### src/rtl/mfsk_modulator_if.sv
// Symbol stream handshake between the framer/bit-packer and the MFSK modulator.
`timescale 1ns/1ps
interface mfsk_modulator_if #(
  parameter int unsigned BITS_PER_SYM = 2
) ();
  logic [BITS_PER_SYM-1:0] sym_data;
  logic                    sym_valid;
  logic                    sym_ready;

  // Producer side: drives symbols, observes acceptance.
  modport master (
    output sym_data,
    output sym_valid,
    input  sym_ready
  );

  // Modulator side: consumes symbols, signals acceptance.
  modport slave (
    input  sym_data,
    input  sym_valid,
    output sym_ready
  );
endinterface

### src/rtl/mfsk_modulator.sv
// M-ary FSK modulator: each accepted K-bit symbol selects a square-wave
// half-period N(s) = HP_BASE + s*HP_STEP and is held for SYM_LEN cycles.
// The half-period counter is never reset between back-to-back symbols, so
// the output waveform stays phase-continuous across tone changes.
`timescale 1ns/1ps
module mfsk_modulator #(
  parameter int unsigned BITS_PER_SYM = 2,
  parameter int unsigned HP_BASE      = 15,
  parameter int unsigned HP_STEP      = 16,
  parameter int unsigned SYM_LEN      = 1024,
  parameter int unsigned CNT_W        = 20
) (
  input  logic            clk,
  input  logic            as_reset_n,
  input  logic            enable,
  input  logic            underrun_clr,
  mfsk_modulator_if.slave sym_if,
  output logic            fsk_output,
  output logic            busy,
  output logic            underrun
);

  localparam int unsigned NUM_TONES = 1 << BITS_PER_SYM;
  localparam int unsigned SC_W      = (SYM_LEN > 1) ? $clog2(SYM_LEN) : 1;
  localparam logic [63:0] MAX_N     = 64'(HP_BASE) + 64'(NUM_TONES - 1) * 64'(HP_STEP);
  localparam logic [63:0] CNT_LIM   = 64'(1) << CNT_W;

  // Refuse to build parameter sets that would produce a zero or wrapped half-period.
  if (HP_BASE < 1) begin : g_bad_base
    $error("mfsk_modulator: HP_BASE must be at least 1");
  end
  if (MAX_N >= CNT_LIM) begin : g_bad_cnt_w
    $error("mfsk_modulator: CNT_W too narrow for the largest half-period");
  end
  if (SYM_LEN < 2) begin : g_bad_sym_len
    $error("mfsk_modulator: SYM_LEN must be at least 2");
  end

  typedef enum logic [0:0] {
    ST_IDLE   = 1'b0,
    ST_ACTIVE = 1'b1
  } state_e;

  state_e                  state_q, state_d;
  logic [SC_W-1:0]         sc_q, sc_d;
  logic [CNT_W-1:0]        hc_q, hc_d;
  logic [BITS_PER_SYM-1:0] cur_sym_q, cur_sym_d;
  logic                    fsk_q, fsk_d;
  logic                    busy_q, busy_d;
  logic                    underrun_q, underrun_d;

  logic                    sym_last_c;
  logic                    sym_ready_c;
  logic                    accept_c;
  logic [CNT_W-1:0]        half_lim_c;
  logic                    set_underrun_c;

  // Last cycle of the current symbol; the only ACTIVE cycle a new symbol may be taken.
  assign sym_last_c = (sc_q == SC_W'(SYM_LEN - 1));

  // Acceptance window; forced low while reset is held.
  always_comb begin
    sym_ready_c = 1'b0;
    if (as_reset_n && enable) begin
      case (state_q)
        ST_IDLE:   sym_ready_c = 1'b1;
        ST_ACTIVE: sym_ready_c = sym_last_c;
        default:   sym_ready_c = 1'b0;
      endcase
    end
  end

  assign sym_if.sym_ready = sym_ready_c;
  assign accept_c         = sym_if.sym_valid & sym_ready_c;

  // Terminal count of the half-period counter for the current tone, N(s)-1.
  assign half_lim_c = CNT_W'(HP_BASE) + CNT_W'(cur_sym_q) * CNT_W'(HP_STEP) - CNT_W'(1);

  // Next-state, counters, tone output and sticky underrun.
  always_comb begin
    state_d        = state_q;
    sc_d           = sc_q;
    hc_d           = hc_q;
    cur_sym_d      = cur_sym_q;
    fsk_d          = fsk_q;
    underrun_d     = underrun_q;
    busy_d         = busy_q;
    set_underrun_c = 1'b0;

    if (!enable) begin
      // Disabling drops any in-flight symbol without flagging underrun.
      state_d = ST_IDLE;
      sc_d    = '0;
      hc_d    = '0;
      fsk_d   = 1'b0;
    end else begin
      case (state_q)
        ST_IDLE: begin
          sc_d  = '0;
          hc_d  = '0;
          fsk_d = 1'b0;
          if (accept_c) begin
            cur_sym_d = sym_if.sym_data;
            state_d   = ST_ACTIVE;
          end
        end

        ST_ACTIVE: begin
          // >= so a switch to a shorter tone with hc already past it toggles at once.
          if (hc_q >= half_lim_c) begin
            hc_d  = '0;
            fsk_d = ~fsk_q;
          end else begin
            hc_d = hc_q + CNT_W'(1);
          end

          if (sym_last_c) begin
            sc_d = '0;
            if (accept_c) begin
              cur_sym_d = sym_if.sym_data;
            end else begin
              state_d        = ST_IDLE;
              hc_d           = '0;
              fsk_d          = 1'b0;
              set_underrun_c = 1'b1;
            end
          end else begin
            sc_d = sc_q + SC_W'(1);
          end
        end

        default: begin
          state_d = ST_IDLE;
          sc_d    = '0;
          hc_d    = '0;
          fsk_d   = 1'b0;
        end
      endcase
    end

    // A new underrun event wins over a same-cycle clear.
    if (set_underrun_c) begin
      underrun_d = 1'b1;
    end else if (underrun_clr) begin
      underrun_d = 1'b0;
    end

    busy_d = (state_d == ST_ACTIVE);
  end

  // State and datapath registers.
  always_ff @(posedge clk or negedge as_reset_n) begin
    if (!as_reset_n) begin
      state_q    <= ST_IDLE;
      sc_q       <= '0;
      hc_q       <= '0;
      cur_sym_q  <= '0;
      fsk_q      <= 1'b0;
      busy_q     <= 1'b0;
      underrun_q <= 1'b0;
    end else begin
      state_q    <= state_d;
      sc_q       <= sc_d;
      hc_q       <= hc_d;
      cur_sym_q  <= cur_sym_d;
      fsk_q      <= fsk_d;
      busy_q     <= busy_d;
      underrun_q <= underrun_d;
    end
  end

  assign fsk_output = fsk_q;
  assign busy       = busy_q;
  assign underrun   = underrun_q;

endmodule
### src/flat_wrapper.sv
// flat-port wrapper written by rule: the top's interface ports become plain ports
module mfsk_modulator_flat 
#(
  parameter int unsigned BITS_PER_SYM = 2,
  parameter int unsigned HP_BASE      = 15,
  parameter int unsigned HP_STEP      = 16,
  parameter int unsigned SYM_LEN      = 1024,
  parameter int unsigned CNT_W        = 20
)
  (clk, as_reset_n, enable, underrun_clr, fsk_output, busy, underrun, sym_if_sym_data, sym_if_sym_valid, sym_if_sym_ready);
  mfsk_modulator_if #(.BITS_PER_SYM(BITS_PER_SYM)) sym_if_i ();
  input  logic clk;
  input  logic as_reset_n;
  input  logic enable;
  input  logic underrun_clr;
  output logic fsk_output;
  output logic busy;
  output logic underrun;
  input wire logic [$bits(sym_if_i.sym_data)-1:0] sym_if_sym_data;
  input wire logic [$bits(sym_if_i.sym_valid)-1:0] sym_if_sym_valid;
  output wire logic [$bits(sym_if_i.sym_ready)-1:0] sym_if_sym_ready;
  assign sym_if_i.sym_data = sym_if_sym_data;
  assign sym_if_i.sym_valid = sym_if_sym_valid;
  assign sym_if_sym_ready = sym_if_i.sym_ready;
  mfsk_modulator #(.BITS_PER_SYM(BITS_PER_SYM), .HP_BASE(HP_BASE), .HP_STEP(HP_STEP), .SYM_LEN(SYM_LEN), .CNT_W(CNT_W)) u_core (.clk(clk), .as_reset_n(as_reset_n), .enable(enable), .underrun_clr(underrun_clr), .sym_if(sym_if_i), .fsk_output(fsk_output), .busy(busy), .underrun(underrun));
endmodule
### config.mk
export PLATFORM = sky130hd
export DESIGN_NAME = mfsk_modulator_flat
export DESIGN_NICKNAME = d
export VERILOG_FILES = /design/src/rtl/mfsk_modulator_if.sv /design/src/rtl/mfsk_modulator.sv /design/src/flat_wrapper.sv
export SDC_FILE = /design/constraint.sdc
export NUM_CORES = 1
export LEC_CHECK = 0
export ABC_AREA = 1
export ABC_CLOCK_PERIOD_IN_PS = 1300
export BUFFER_PORTS_ARGS = -buffer_cell sky130_fd_sc_hd__buf_2
export CAP_MARGIN = 20
export CORE_MARGIN = 1.5
export CORE_UTILIZATION = 35
export DETAILED_ROUTE_END_ITERATION = 10
export MAX_ROUTING_LAYER = met4
export PLACE_DENSITY = 0.54
export SLEW_MARGIN = 25
export SYNTH_ARGS = -nofsm -noshare
export SYNTH_HDL_FRONTEND = slang
export SYNTH_SLANG_ARGS = --single-unit
### constraint.sdc
create_clock -name clk -period 1.3 [get_ports clk]
set_input_delay 0.195 -clock clk [delete_from_list [all_inputs] [get_ports clk]]
set_output_delay 0.195 -clock clk [all_outputs]
set_load 0.05 [all_outputs]
==> flow_metrics.tcl, run 1 <==
set metrics [dict create \
    cts_max_level 2 \
    worstReg2RegStart "u_core.sc_q[1]$_DFF_PN0_" \
    ys_seq_elements 35 \
    yosysTopAreaCellShare_pct 56.6 \
    min_from "sym_if_sym_data[0]" \
    ys_types 24 \
    rsz0062_at_grt "true" \
    min_period_ns 1.68 \
    cts.clk_slew.worst_paths_ns 0.07 \
    finalCritPeriodShare_pct 129 \
    cts_tree "built" \
    postSynthAreaPerCell_sq_um 10.1 \
    drtIter0Drc 78 \
    netlist_area_sq_um 1550 \
    violations "setup timing" \
    clk_latency_ns 0.28 \
    grt_max_degree 36 \
    combPwrFrac_pct 8.0 \
    clock_sinks 35 \
    die-height_microns 69.5 \
    power.share.switching_pct 22.5 \
    grt_overflow_total 0 \
    firstDrtPassIters 4 \
    met1_length_mm 1.28 \
    grt_use_total_pct 13.7 \
    yosys.cell_count.top_type "dfrtp_1" \
    place_area_sq_um 1880 \
    cts_root_buffer "clkbuf_8" \
    crit_start "u_core.sc_q[1]$_DFF_PN0_" \
    crit_slowest_cell "dfrtp_1" \
    design_area_sq_um 2130 \
    cts_made_buffers 5 \
    async_flop_share_pct 100 \
    ys.warnings.count 0 \
    rows 23 \
    gp_congestion 0.746 \
    via_per_inst 4.35 \
    nFillCells 381 \
    power.leakage_nw 1.03 \
    grt_pass1_vias 1211 \
    detail_route.wirelength_mm 2.80 \
    synth_top_flop_cell "dfrtp_1" \
    start_kind "flop" \
    switchingPower_mw 0.487 \
    drc 0 \
    top_layer_used "met4" \
    final_antenna_net_count 0 \
    max-vdd-ir-drop_uv 506 \
    setup_tns_ns -5.14 \
    hold_path.class "input pin to flop" \
    final_layout_size_suffix_gt1_share_pct 36.2 \
    die_area_sq_um 4830 \
    hold_violations 0 \
    dp_hpwl_mm 1.97 \
    synth_area_leaders "dfrtp_1 57%, xor2_1 5.7%, nand2_1 5.1%" \
    cpPeakStageDelay_ns 0.36 \
    grt_first_pass_wirelength_mm 5.08 \
    power.share.clock_pct 39.2 \
    diodes 0 \
    synth-edff-count 0 \
    intPower_mw 1.68 \
    cp-end-kind "output pin" \
    path_class "flop to output pin" \
    ys_seq_area_share_pct 56.6 \
    fmax_ghz 0.596 \
    clock_skew_ns 0.00676 \
    core_area_sq_um 4120 \
    met3_wirelength_microns 99 \
    setup_viol 23 \
    antenna_found_initial 0 \
    die_x_microns 69.5 \
    status "finished with violations" \
    vias 1131 \
    arrival_ns 1.48 \
    finalPower_mw 2.16 \
    syn_inst 153 \
    port-buffer-count 10 \
    wl_per_cell_microns 10.8 \
    yosys.area.top_type "dfrtp_1" \
    cts_max_path_buffers 2 \
    path_max_fanout 2 \
    fin_nets 221 \
    dr_wl_met2_mm 1.37 \
    synthToLayoutAreaGrowth_pct 37.9 \
    initial_utilization_pct 37.6 \
    drv_slew 0 \
    maxCapViolCount 0 \
    synth_common_cells "35 x dfrtp_1, 21 x nand2_1, 20 x inv_1, 19 x nor2_1, 10 x xor2_1" \
    fin_util_pct 51.8 \
    seqPwrFrac_pct 52.9 \
    worst_slack_ns -0.378 \
    powerDensity_nw_per_um2 1010 \
    ios 11 \
    crit_chain "ha_2 > nand2_2 > nor2_4 > nand3b_1 > a21oi_4 > buf_6" \
    required_ns 1.11 \
    regToRegSetupSlack_ns -0.31 \
]
==> power by group through the flow <==
stage | combinational [mW] | sequential (mW) | clock [mW]
after floorplan | 0.0628 | 1.18 | 0
after global placement | 0.138 | 1.16 | 0
after detailed placement | 0.144 | 1.16 | 0
after CTS | 0.170 | 1.14 | 0.881
after global routing | 0.194 | 1.15 | 0.920
final | 0.172 | 1.14 | 0.848
==> cells by family (layout without fill, tap and decap cells) <==
group,count (synthesis),count (layout),synth area share (%)
buf+inv,21,66,5.10
compound gates,7,7,2.99
flops,35,35,56.6
other cells,1,13,0.242
fa+ha+maj,5,5,4.05
xor+xnor,11,11,6.23
simple gates,73,73,24.8
==> layer usage <==
layer	vias up	track usage, %
li1	569	-
met1	540	16.7
met2	15	20.3
met3	7	4.07
met4	0	7.84
met5	-	-
==> final timing paths <==
kind / depth (start not counted) / end
worst max-delay path: 6 / sym_if_sym_ready
worst min-delay path: 3 / u_core.cur_sym_q[0]$_DFFE_PN0P_
worst max register to register: 10 / u_core.hc_q[5]$_DFF_PN0_
worst min register to register: 2 / u_core.underrun$_DFFE_PN0P_
max in group asynchronous: 3 / u_core.hc_q[14]$_DFF_PN0_
min in group asynchronous: 3 / u_core.cur_sym_q[0]$_DFFE_PN0P_
==> critical path, delay by kind of cell (launching register included) <==
kind / cells / cell delay [ns]
simple gates: 3 / 0.32
buf+inv: 1 / 0.17
flops: 1 / 0.36
compound gates: 1 / 0.16
fa+ha+maj: 1 / 0.20
==> through the flow <==
step	worst slack, ns	hold slack (ns)	cells
global route	-0.453	0.161	260
global placement	-0.166	0.267	245
detailed placement	-0.241	0.278	245
finish	-0.378	0.158	260
floorplan	-0.176	-0.101	165
CTS	-0.398	0.153	259
==> area by class of cell <==
cell class | count | area, sq um | area share (%)
sequential | 35 | 876 | 41.1
multi-input combinational | 109 | 729 | 34.2
timing repair buffer | 37 | 287 | 13.4
clock buffer | 8 | 100 | 4.69
inverter | 21 | 78.8 | 3.70
tap | 50 | 62.6 | 2.93
==> cells in the final DEF, fill, tap and decap left out, types with 2 or more instances in the layout <==
cell | Yosys | layout
a21oi_2 | 0 | 2
and2_0 | 2 | 2
buf_12 | 0 | 2
buf_2 | 0 | 9
buf_4 | 0 | 24
clkbuf_8 | 0 | 7
conb_1 | 1 | 13
dfrtp_1 | 35 | 35
ha_1 | 5 | 4
inv_1 | 20 | 19
inv_2 | 1 | 2
nand2_1 | 21 | 20
nand2_2 | 3 | 3
nand2_4 | 2 | 2
nand3_1 | 6 | 6
nand3b_1 | 3 | 3
nand4_1 | 3 | 3
nor2_1 | 19 | 14
nor2_2 | 8 | 8
nor2_4 | 2 | 7
o21ai_2 | 0 | 2
xor2_1 | 10 | 10
==> flip-flops by register name, summed over array words and instances, names as in the netlist <==
signal             cells
u_core.state_q         1
u_core.cur_sym_q       2
u_core.underrun        1
u_core.sc_q           10
u_core.hc_q           20
u_core.fsk_output      1
==> what timing repair did <==
action,CTS,global route
pin swaps,3,1
hold endpoints to repair,35,0
setup endpoints to repair,22,23
buffers inserted,5,1
gates resized for setup,13,6
hold buffers,1,0
No activity file was read; power rests on OpenSTA's default activity.
==> run 2, diff against run 1 <==
==> constraint.sdc (replaced) <==
create_clock -name clk -period 1.3 [get_ports clk]
set_input_delay 0.195 -clock clk [delete_from_list [all_inputs] [get_ports clk]]
set_output_delay 0.195 -clock clk [all_outputs]
set_load 0.01 [all_outputs]
==> flow_metrics.tcl, run 2 (same netlist as run 1, synthesis figures left out) <==
set metrics [dict create \
    dp_hpwl_mm 1.84 \
    grt_first_pass_wirelength_mm 4.82 \
    grt_pass1_vias 1099 \
    place_area_sq_um 1810 \
    final_cells 255 \
    largest_registers "u_core.hc_q x20, u_core.sc_q x10, u_core.cur_sym_q x2" \
    final_cell_mix "35 x dfrtp_1, 20 x inv_1, 19 x nand2_1, 19 x buf_4, 14 x nor2_1" \
    regToRegSetupSlack_ns -0.28 \
    clk_latency_ns 0.28 \
    rr_worst_depth 10 \
    wl_per_cell_microns 10.6 \
    path_class "flop to output pin" \
    detail_route.wirelength_mm 2.71 \
    top_register "u_core.hc_q" \
    vias 1092 \
    drtIter0Drc 47 \
    cts_tree "built" \
    diodes 0 \
    cts_max_path_buffers 2 \
    design_area_sq_um 2040 \
    die_area_sq_um 4830 \
    power.leakage_nw 0.974 \
    core_area_sq_um 4120 \
    path_max_fanout 2 \
    pre_cts_slack_ns -0.210 \
    nFillCells 398 \
    die_x_microns 69.5 \
    via_per_inst 4.28 \
    finalCritPeriodShare_pct 124 \
    port-buffer-count 10 \
    gp_congestion 0.711 \
    r2r_end "u_core.hc_q[0]$_DFF_PN0_" \
    max-vdd-ir-drop_uv 447 \
    setup_viol 23 \
    rows 23 \
    clock_skew_ns 0.00462 \
    largest_register_ffs 20 \
    min_period_ns 1.61 \
    worst_slack_ns -0.307 \
    maxCapViolCount 0 \
    cts_made_buffers 5 \
    die-height_microns 69.5 \
    arrival_ns 1.41 \
    cts_max_level 2 \
    start_kind "flop" \
    setup_tns_ns -4.73 \
    hold_violations 0 \
    firstDrtPassIters 3 \
    hold_slack_ns 0.161 \
    cts.clk_slew.worst_paths_ns 0.07 \
    finalPower_mw 2.01 \
    grt_overflow_total 0 \
    status "finished with violations" \
    rsz0062_at_grt "true" \
    min_path_cells 3 \
    synthToLayoutAreaGrowth_pct 32.0 \
    violations "setup timing" \
    whs_endpoint "u_core.cur_sym_q[1]$_DFFE_PN0P_" \
    hold_path.class "input pin to flop" \
    fin_nets 216 \
    grt_max_degree 36 \
    initial_utilization_pct 37.6 \
    final_layout_size_suffix_gt1_share_pct 32.2 \
    drc 0 \
    cp-end-kind "output pin" \
    grt_use_total_pct 13.2 \
    drv_slew 0 \
    antenna_found_initial 0 \
    final_antenna_net_count 0 \
    clock_sinks 35 \
    min_from "sym_if_sym_data[1]" \
    required_ns 1.11 \
    dp.cells 238 \
    fmax_ghz 0.622 \
    ios 11 \
    fin_util_pct 49.6 \
    powerDensity_nw_per_um2 985 \
    cts_root_buffer "clkbuf_8" \
    worstReg2RegStart "u_core.sc_q[0]$_DFF_PN0_" \
    final_common_cell "dfrtp_1" \
]
==> run 2: changes by cell type in the layout (fill, tap and decap cells not counted), sizes merged <==
cell and delta:
buf -6, clkbuf -1, o21ai +1, clkinv +1
==> run 2: per-layer routing <==
layer	up-vias	part of all wire, %	global-route usage (%)
met1	502	46	15.9
met4	0	2.8	6.10
met2	20	47	19.7
met3	8	4.3	5.23
met5	-	0	-
li1	562	-	-
==> run 2: how the worst max path moves through the flow <==
stage	startpoint	to	slack, ns
after CTS	u_core.sc_q[1]$_DFF_PN0_	sym_if_sym_ready	-0.32
after detailed placement	u_core.sc_q[1]$_DFF_PN0_	u_core.hc_q[0]$_DFF_PN0_	-0.21
after global routing	u_core.sc_q[1]$_DFF_PN0_	sym_if_sym_ready	-0.38
after global placement	u_core.hc_q[5]$_DFF_PN0_	u_core.hc_q[6]$_DFF_PN0_	-0.16
after floorplan	u_core.sc_q[0]$_DFF_PN0_	u_core.hc_q[2]$_DFF_PN0_	-0.09
final	u_core.sc_q[0]$_DFF_PN0_	sym_if_sym_ready	-0.31
==> run 2: critical path, cell delays in order (launching register included) <==
cell and delay, ns:
dfrtp_1 0.35, ha_2 0.19, nand2_2 0.07, nor2_4 0.11, nand3b_1 0.13, a21oi_1 0.14, buf_2 0.14
==> run 2: cell type report <==
cell class	instances	area, sq um	share of cell area (%)
clock inverter	1	5.00	0.245
tap	50	62.6	3.06
inverter	21	78.8	3.86
sequential	35	876	42.9
clock buffer	7	76.3	3.74
multi-input combinational	110	729	35.7
timing repair buffer	31	214	10.5
==> run 2: timing repair <==
action / in CTS / in global routing
pin swaps: 7 / 3
setup buffers: 4 / 3
hold buffers: 1 / 0
setup endpoints to repair: 22 / 23
hold endpoints to repair: 35 / 0
cloned: 1 / 0
gates resized for setup: 10 / 8
==> run 2: where the power goes <==
part	total, mW	switching, mW	leakage (nW)	internal, mW
registers	1.14	0.0133	0.451	1.13
clock network	0.733	0.357	0.0422	0.375
logic	0.138	0.0819	0.480	0.0558
total	2.01	0.453	0.974	1.56
==> run 3, diff against run 2 <==
- CORE_ASPECT_RATIO: unset -> 2
==> flow_metrics.tcl, run 3 (same netlist as run 1, synthesis figures left out) <==
set metrics [dict create \
    final_common_cell "dfrtp_1" \
    grt_use_total_pct 13.8 \
    cts_made_buffers 5 \
    grt_use_met1_pct 13.2 \
    crit_chain "ha_2 > nand2_2 > nor2_4 > nand3b_1 > a21oi_2 > buf_2" \
    cpPeakStageDelay_ns 0.36 \
    maxCapViolCount 0 \
    ios 11 \
    wl_per_cell_microns 11.1 \
    hold_violations 0 \
    path_max_fanout 2 \
    final_layout_size_suffix_gt1_share_pct 37.6 \
    hold_path.class "input pin to flop" \
    use_met2_pct 24.6 \
    finalPower_mw 2.04 \
    cts_max_level 2 \
    start_kind "flop" \
    die_x_microns 50 \
    rsz0062_at_grt "true" \
    final_antenna_net_count 0 \
    firstDrtPassIters 4 \
    grt_pass1_vias 1199 \
    hold_slack_ns 0.161 \
    clock_skew_ns 0.00427 \
    gr-max-usage-layer "met2" \
    fin_nets 221 \
    via_per_inst 4.30 \
    largest_registers "u_core.hc_q x20, u_core.sc_q x10, u_core.cur_sym_q x2" \
    vias 1136 \
    worst_slack_ns -0.329 \
    power.leakage_nw 1.02 \
    status "finished with violations" \
    dp_hpwl_mm 2.07 \
    arrival_ns 1.43 \
    worstReg2RegStart "u_core.sc_q[0]$_DFF_PN0_" \
    drv_slew 0 \
    grt_max_degree 36 \
    drtIter0Drc 19 \
    max-vdd-ir-drop_uv 562 \
    crit_start "u_core.sc_q[0]$_DFF_PN0_" \
    grt_overflow_total 0 \
    detail_route.wirelength_mm 2.92 \
    clock_sinks 35 \
    diodes 0 \
    cts.clk_slew.worst_paths_ns 0.07 \
    port-buffer-count 10 \
    nFillCells 407 \
    initial_utilization_pct 36.0 \
    rows 34 \
    cp-end-kind "output pin" \
    cts_root_buffer "clkbuf_8" \
    core_area_sq_um 4300 \
    die_area_sq_um 4850 \
    path_class "flop to output pin" \
    powerDensity_nw_per_um2 960 \
    gp_congestion 0.794 \
    required_ns 1.11 \
    largest_register_ffs 20 \
    grt_use_met3_pct 2.78 \
    clk_latency_ns 0.28 \
    top_register "u_core.hc_q" \
    min_from "underrun_clr" \
    fmax_ghz 0.614 \
    cts_max_path_buffers 2 \
    final_cell_mix "35 x dfrtp_1, 22 x buf_4, 20 x inv_1, 19 x nand2_1, 14 x nor2_1" \
    min_period_ns 1.63 \
    fin_util_pct 49.4 \
    setup_viol 23 \
    cts_tree "built" \
    crit_slowest_cell "dfrtp_1" \
    drc 0 \
    grt_first_pass_wirelength_mm 4.96 \
    antenna_found_initial 0 \
    violations "setup timing" \
    finalCritPeriodShare_pct 125 \
    synthToLayoutAreaGrowth_pct 37.4 \
    die-height_microns 97.0 \
]
==> run 3: metrics by stage <==
| step | setup TNS [ns] | instances | area (sq um) | setup slack (ns) |
|---|---|---|---|---|
| after floorplan | -1.40 | 165 | 1600 | -0.0931 |
| after global placement | -3.25 | 244 | 1830 | -0.346 |
| after detailed placement | -3.82 | 244 | 1830 | -0.342 |
| after CTS | -4.94 | 261 | 2060 | -0.322 |
| after global routing | -6.88 | 264 | 2120 | -0.389 |
| final | -5.22 | 264 | 2120 | -0.329 |
==> run 3: layer usage <==
layer | up-vias | share of wire (%) | routed length [microns]
met1 | 549 | 36 | 1060
met2 | 12 | 59 | 1730
li1 | 570 | - | -
met4 | 0 | 1.7 | 51
met5 | - | 0 | 0
met3 | 5 | 2.6 | 77
==> run 3: final cells by class <==
| type | count | area [sq um] | share of cell area (%) |
|---|---|---|---|
| Sequential cell | 35 | 876 | 41.2 |
| Multi-Input combinational cell | 110 | 751 | 35.3 |
| Timing Repair Buffer | 36 | 268 | 12.6 |
| Inverter | 21 | 78.8 | 3.71 |
| Clock buffer | 5 | 68.8 | 3.24 |
| Tap cell | 54 | 67.6 | 3.18 |
| Clock inverter | 3 | 15.0 | 0.707 |
==> run 3: worst max-delay path: cells and delay by family (launching register included) <==
kind / cells / cell delay [ns]
DFF: 1 / 0.36
AOI/OAI and AO/OA: 1 / 0.17
buffers and inverters: 1 / 0.15
adders and majority gates: 1 / 0.19
and+or+nand+nor: 3 / 0.29
==> run 3: path summary, 6_finish.rpt <==
kind,end,slack (ns),depth (start not counted)
hold reg to reg,u_core.underrun$_DFFE_PN0P_,0.48,2
max in group asynchronous,u_core.sc_q[0]$_DFF_PN0_,0.49,3
setup reg to reg,u_core.hc_q[5]$_DFF_PN0_,-0.28,12
hold / removal,u_core.underrun$_DFFE_PN0P_,0.16,4
min in group asynchronous,u_core.sc_q[8]$_DFF_PN0_,0.51,3
setup / recovery,sym_if_sym_ready,-0.33,6
==> run 3: power breakdown <==
group          internal [mW]  switching (mW)
logic                 0.0668          0.0885
clock network          0.366           0.375
registers               1.13          0.0152
==> run 3: what timing repair did <==
action / 4_1_cts / 5_1_grt
gates resized for setup: 16 / 10
cloned: 1 / 0
setup endpoints to repair: 22 / 23
hold endpoints to repair: 35 / 0
pin swaps: 12 / 7
setup buffers: 7 / 4
hold buffers: 1 / 0
